<file path="config.mk">
export PLATFORM = sky130hd
export DESIGN_NAME = mc_request_queue
export DESIGN_NICKNAME = d
export VERILOG_FILES = /design/src/rtl/mc_request_queue.sv
export SDC_FILE = /design/constraint.sdc
export NUM_CORES = 2
export LEC_CHECK = 0
export CORE_MARGIN = 1
export CORE_UTILIZATION = 45
export CTS_CLUSTER_SIZE = 28
export DETAILED_ROUTE_END_ITERATION = 8
export DONT_BUFFER_PORTS = 1
export PLACE_DENSITY_LB_ADDON = 0.3
export REMOVE_ABC_BUFFERS = 1
export SLEW_MARGIN = 20
export SYNTH_ARGS = -nofsm -noshare
export SYNTH_HDL_FRONTEND = slang
export SYNTH_SLANG_ARGS = --single-unit
</file>
<file path="constraint.sdc">
create_clock -name clock -period 28.9 [get_ports clock]
set_input_delay 5.78 -clock clock [delete_from_list [all_inputs] [get_ports clock]]
set_output_delay 5.78 -clock clock [all_outputs]
set_load 0.02 [all_outputs]
</file>
<file path="src/rtl/mc_request_queue.sv">
// In-order request queue between the CPU/trace front end and the DDR5 scheduler.
// Optional statistics outputs are enabled by defining MC_REQ_QUEUE_STATS_EN.
module mc_request_queue #(
    parameter int DEPTH  = 16,
    parameter int ADDR_W = 34,
    parameter int TIME_W = 64
) (
    input  logic                       clock,
    input  logic                       reset_n,
    input  logic                       in_valid,
    output logic                       in_ready,
    input  logic [TIME_W-1:0]          in_time,
    input  logic [1:0]                 in_opcode,
    input  logic [ADDR_W-1:0]          in_addr,
    output logic                       out_valid,
    input  logic                       out_ready,
    output logic [1:0]                 out_opcode,
    output logic [15:0]                out_row,
    output logic [7:0]                 out_hcol,
    output logic [1:0]                 out_bank,
    output logic [1:0]                 out_bg,
    output logic [2:0]                 out_lcol,
    output logic [TIME_W-1:0]          out_time,
    output logic [TIME_W-1:0]          cycle_now,
    output logic [$clog2(DEPTH):0]     count,
    output logic                       full,
    output logic                       empty,
    output logic                       err_opcode
`ifdef MC_REQ_QUEUE_STATS_EN
    ,
    output logic [$clog2(DEPTH):0]     stat_hiwater,
    output logic [31:0]                stat_stall
`endif
);

    localparam int PTR_W = $clog2(DEPTH);
    localparam int CNT_W = PTR_W + 1;

    typedef struct packed {
        logic [TIME_W-1:0] t;
        logic [1:0]        op;
        logic [15:0]       row;
        logic [6:0]        hcol;
        logic [1:0]        bank;
        logic [1:0]        bg;
        logic [2:0]        lcol;
    } entry_t;

    entry_t             mem_r [DEPTH];
    entry_t             head_s;
    entry_t             new_entry_s;
    logic [PTR_W-1:0]   wr_ptr_r;
    logic [PTR_W-1:0]   rd_ptr_r;
    logic [CNT_W-1:0]   count_r;
    logic [TIME_W-1:0]  cycle_r;
    logic               err_r;
    logic               empty_s;
    logic               full_s;
    logic               eligible_s;
    logic               push_s;
    logic               store_s;
    logic               pop_s;
    logic               unused_addr_s;

    // Handshake qualification and head eligibility, all from registered state
    always_comb begin
        empty_s    = (count_r == CNT_W'(0));
        full_s     = (count_r == CNT_W'(DEPTH));
        head_s     = mem_r[rd_ptr_r];
        eligible_s = !empty_s && (cycle_r >= head_s.t);
        push_s     = in_valid && !full_s;
        store_s    = push_s && (in_opcode != 2'd3);
        pop_s      = eligible_s && out_ready;
    end

    // Address decode at push time; byte select and addr[8] are not kept
    always_comb begin
        new_entry_s.t    = in_time;
        new_entry_s.op   = in_opcode;
        new_entry_s.row  = in_addr[33:18];
        new_entry_s.hcol = in_addr[17:11];
        new_entry_s.bank = in_addr[10:9];
        new_entry_s.bg   = in_addr[7:6];
        new_entry_s.lcol = in_addr[5:3];
    end

    assign unused_addr_s = ^{in_addr[8], in_addr[2:0]};

    // Entry storage; contents are don't-care after reset, so no reset here
    always_ff @(posedge clock) begin
        if (store_s) begin
            mem_r[wr_ptr_r] <= new_entry_s;
        end
    end

    // Pointers, occupancy, cycle counter and illegal-opcode pulse
    always_ff @(posedge clock or negedge reset_n) begin
        if (!reset_n) begin
            wr_ptr_r <= '0;
            rd_ptr_r <= '0;
            count_r  <= '0;
            cycle_r  <= '0;
            err_r    <= 1'b0;
        end else begin
            cycle_r <= cycle_r + TIME_W'(1);
            err_r   <= push_s && (in_opcode == 2'd3);
            if (store_s) begin
                wr_ptr_r <= wr_ptr_r + PTR_W'(1);
            end
            if (pop_s) begin
                rd_ptr_r <= rd_ptr_r + PTR_W'(1);
            end
            case ({store_s, pop_s})
                2'b10:   count_r <= count_r + CNT_W'(1);
                2'b01:   count_r <= count_r - CNT_W'(1);
                default: count_r <= count_r;
            endcase
        end
    end

    // Head fields are forced to zero while empty so nothing is X after reset
    always_comb begin
        if (empty_s) begin
            out_opcode = 2'd0;
            out_row    = 16'd0;
            out_hcol   = 8'd0;
            out_bank   = 2'd0;
            out_bg     = 2'd0;
            out_lcol   = 3'd0;
            out_time   = '0;
        end else begin
            out_opcode = head_s.op;
            out_row    = head_s.row;
            out_hcol   = {1'b0, head_s.hcol};
            out_bank   = head_s.bank;
            out_bg     = head_s.bg;
            out_lcol   = head_s.lcol;
            out_time   = head_s.t;
        end
    end

    assign in_ready   = !full_s;
    assign out_valid  = eligible_s;
    assign cycle_now  = cycle_r;
    assign count      = count_r;
    assign full       = full_s;
    assign empty      = empty_s;
    assign err_opcode = err_r;

`ifdef MC_REQ_QUEUE_STATS_EN
    logic [CNT_W-1:0] hiwater_r;
    logic [31:0]      stall_r;

    // High-water mark and saturating back-pressure cycle count
    always_ff @(posedge clock or negedge reset_n) begin
        if (!reset_n) begin
            hiwater_r <= '0;
            stall_r   <= 32'd0;
        end else begin
            if (count_r > hiwater_r) begin
                hiwater_r <= count_r;
            end
            if (in_valid && full_s && (stall_r != 32'hFFFF_FFFF)) begin
                stall_r <= stall_r + 32'd1;
            end
        end
    end

    assign stat_hiwater = hiwater_r;
    assign stat_stall   = stall_r;
`endif

endmodule

</file>
==> metrics.csv <==
metric;value;unit
status;completed;
fp-row-count;137;
cts_hold_buf;0;
viasPerCell;5.85;
synth_mux_area_frac;0.171;
powerDensity;75.4;nW/um^2
syn_area;63200;sq um
cp.arrival;7860;ps
critPathLaunch;rd_ptr_r[0];
synth-edff-count;1536;
synth_top_family_by_area;multiplexers;
timing.final.crit_share;0.472;
vdd_drop_max;0.0000660;V
cts.clk_slew.worst_paths;60;ps
cp_max_fo;54;
grt_max_degree;170;
synth_seq_cells;1614;
initial_core_util;0.453;
htree_levels;4;
synth_top_area_share;0.730;
routed_wl;148000;um
dpl.hpwl;80000;um
async_flop_share;0.0483;
drc;0;
required;23120;ps
tns;0;ps
worst_pin_slew;1160;ps
cts_tree;done;
route.vias.total;28600;
synth_xor_area_frac;0.0101;
rrSetupSlack;20510;ps
io_pins;275;
rsz0062_at_grt;no;
portBuffers;0;
core;139000;sq um
synth_area_leader_cell;edfxtp_1;
gp_congestion;0.803;
skew;25.9;ps
ys_seq_area_frac;0.761;
worstPathCellList;buf_4, buf_6, buf_6, mux4_2, mux4_2, inv_1, ha_1, nand4_1, nor4_2, nand4_1, nor3_1, a211oi_2, a21oi_1;
drive_gt1_frac;0.268;
cts_num_sinks;1614;
grt_usage;0.211;
r2r-start;rd_ptr_r[0];
grt-ovfl-total;0;
dieWidth;377;um
grt_pass1_vias;30200;
postSynthAreaPerCell;22.7;sq um
timing_worst_setup_path_type;reg2out;
first_pass_iters;5;
cts_root_buf;clkbuf_16;
cp-end-kind;primary output;
endpoint;out_valid;
drtIter0Drc;2634;
syn-instance-count;2789;
cts-resized-gates;0;
design.die.area;142000;sq um
synth_compound_area_frac;0.00644;
grt_pass1_wl;212000;um
setup_viol;0;
fp.dieH;377;um
p_leak;22.5;nW
cap_violations;0;
rr_worst_depth;22;
ys.flop_type;edfxtp_1;
maxSlewViolCount;0;
syn_to_final_growth;12.3;%
insertion_delay;790;ps
fin_crit;13640;ps
slew_headroom;0.229;
synth.area.top_cells;edfxtp_1 73%, mux4_2 17%, dfrtp_1 3.1%, ha_1 1.5%, xnor2_1 0.79%;
rr_endpoint;count[4];
synth_fa_ha_area_frac;0.0150;
yosys_warnings;0;
cp_slowest_cell;dfrtp_4;
hold_viol_final;0;
hold_path_class;reg2reg;
n_fill_cell;10700;
wire_per_inst;30.2;um
yosysUniqueCellTypes;50;
hold_slack;575;ps
fin_total_pwr;5.35;mW
cts.path.max_buffers;3;
max_clock_freq;0.0733;GHz
antenna_found_initial;7;
slowest_delay;960;ps
postCtsSetupBuffers;0;
final_nets;3061;
cts_made_buffers;161;
detail-route-antenna-nets;0;
yosys.area_share.simple;0.0220;
critPathLaunchType;register;
[cells in the final DEF, fill, tap and decap left out, types with 26 or more instances in the layout]
master and n:
nor2_1 73, buf_4 51, xnor2_1 57, nand4_1 27, clkinv_1 30, ha_1 74, mux4_2 480, edfxtp_1 1536
dfrtp_1 74, nand3_1 26, nor2b_1 33, clkbuf_1 31, clkbuf_16 165, a21oi_1 27, nand2_1 51, inv_1 82
[layer usage]
layer,vias up,global-route usage,part of all wire
met1,15600,0.272,0.39
li1,11900,-,-
met2,973,0.352,0.51
met5,-,0,0.000074
met3,202,0.0544,0.078
met4,2,0.0625,0.024
[metrics by stage]
step                cells  cell area [sq um]  utilization  setup WS (ps)
global placement     4595              65500        0.470          15310
global route         4892              70900        0.509          14760
finish               4893              70900        0.509          15260
floorplan            2662              62600            -           5760
detailed placement   4595              65500        0.470          15240
CTS                  4892              70900        0.509          14380
[cell families after synthesis]
logic type / Yosys count
other: 1
muxes: 481
adders and majority gates: 75
DFF: 1614
AOI/OAI and AO/OA: 63
and+or+nand+nor: 273
xor gates and xnor gates: 73
buffers and inverters: 209
[cell usage after synthesis, drive strengths merged (16+ instances only)]
cell type and instances:
a21oi 28, and3 16, buf 65, clkbuf 62
dfrtp 78, edfxtp 1536, ha 74, inv 82
mux4 480, nand2 52, nand3 26, nand4 28
nor2 82, nor2b 34, xnor2 57, xor2 16
[critical path, delay by kind of cell (launching register included)]
kind                       cells  cell delay [ps]
DFF                            1              960
and+or+nand+nor                4             1580
buffers and inverters          4             2280
adders and majority gates      1              170
AOI/OAI and AO/OA              2              820
muxes                          2             1080
[worst min-delay path by stage]
stage / from / endpoint / slack (ps) / cells past startpoint
finish: wr_ptr_r[0] / wr_ptr_r[0] / 570 / 1
global route: wr_ptr_r[0] / wr_ptr_r[0] / 590 / 1
global placement: wr_ptr_r[0] / wr_ptr_r[0] / 530 / 1
detailed placement: wr_ptr_r[0] / wr_ptr_r[0] / 560 / 1
CTS: wr_ptr_r[0] / wr_ptr_r[0] / 570 / 1
floorplan: wr_ptr_r[0] / wr_ptr_r[0] / 520 / 1
[final cells by class]
cell class	count	area (sq um)	share of cell area
antenna	1	2.50	0.0000353
inverter	82	308	0.00434
tap	1876	2350	0.0331
clock buffer	196	4250	0.0599
multi-input combinational	966	14300	0.202
sequential	1614	48100	0.678
clock inverter	101	1150	0.0163
timing repair buffer	57	477	0.00672
[where the power goes]
part | total [mW] | switching [mW] | internal, mW
Combinational | 0.443 | 0.317 | 0.126
Sequential | 2.78 | 0.0466 | 2.74
Clock | 2.12 | 0.873 | 1.25
Total | 5.35 | 1.24 | 4.11
[registers in the layout, summed over array words and instances, names as in the netlist]
register,count
wr_ptr_r,4
mem_r,1536
rd_ptr_r,4
cycle_now,64
count,5
err_opcode,1
No activity file was read; power rests on OpenSTA's default activity.
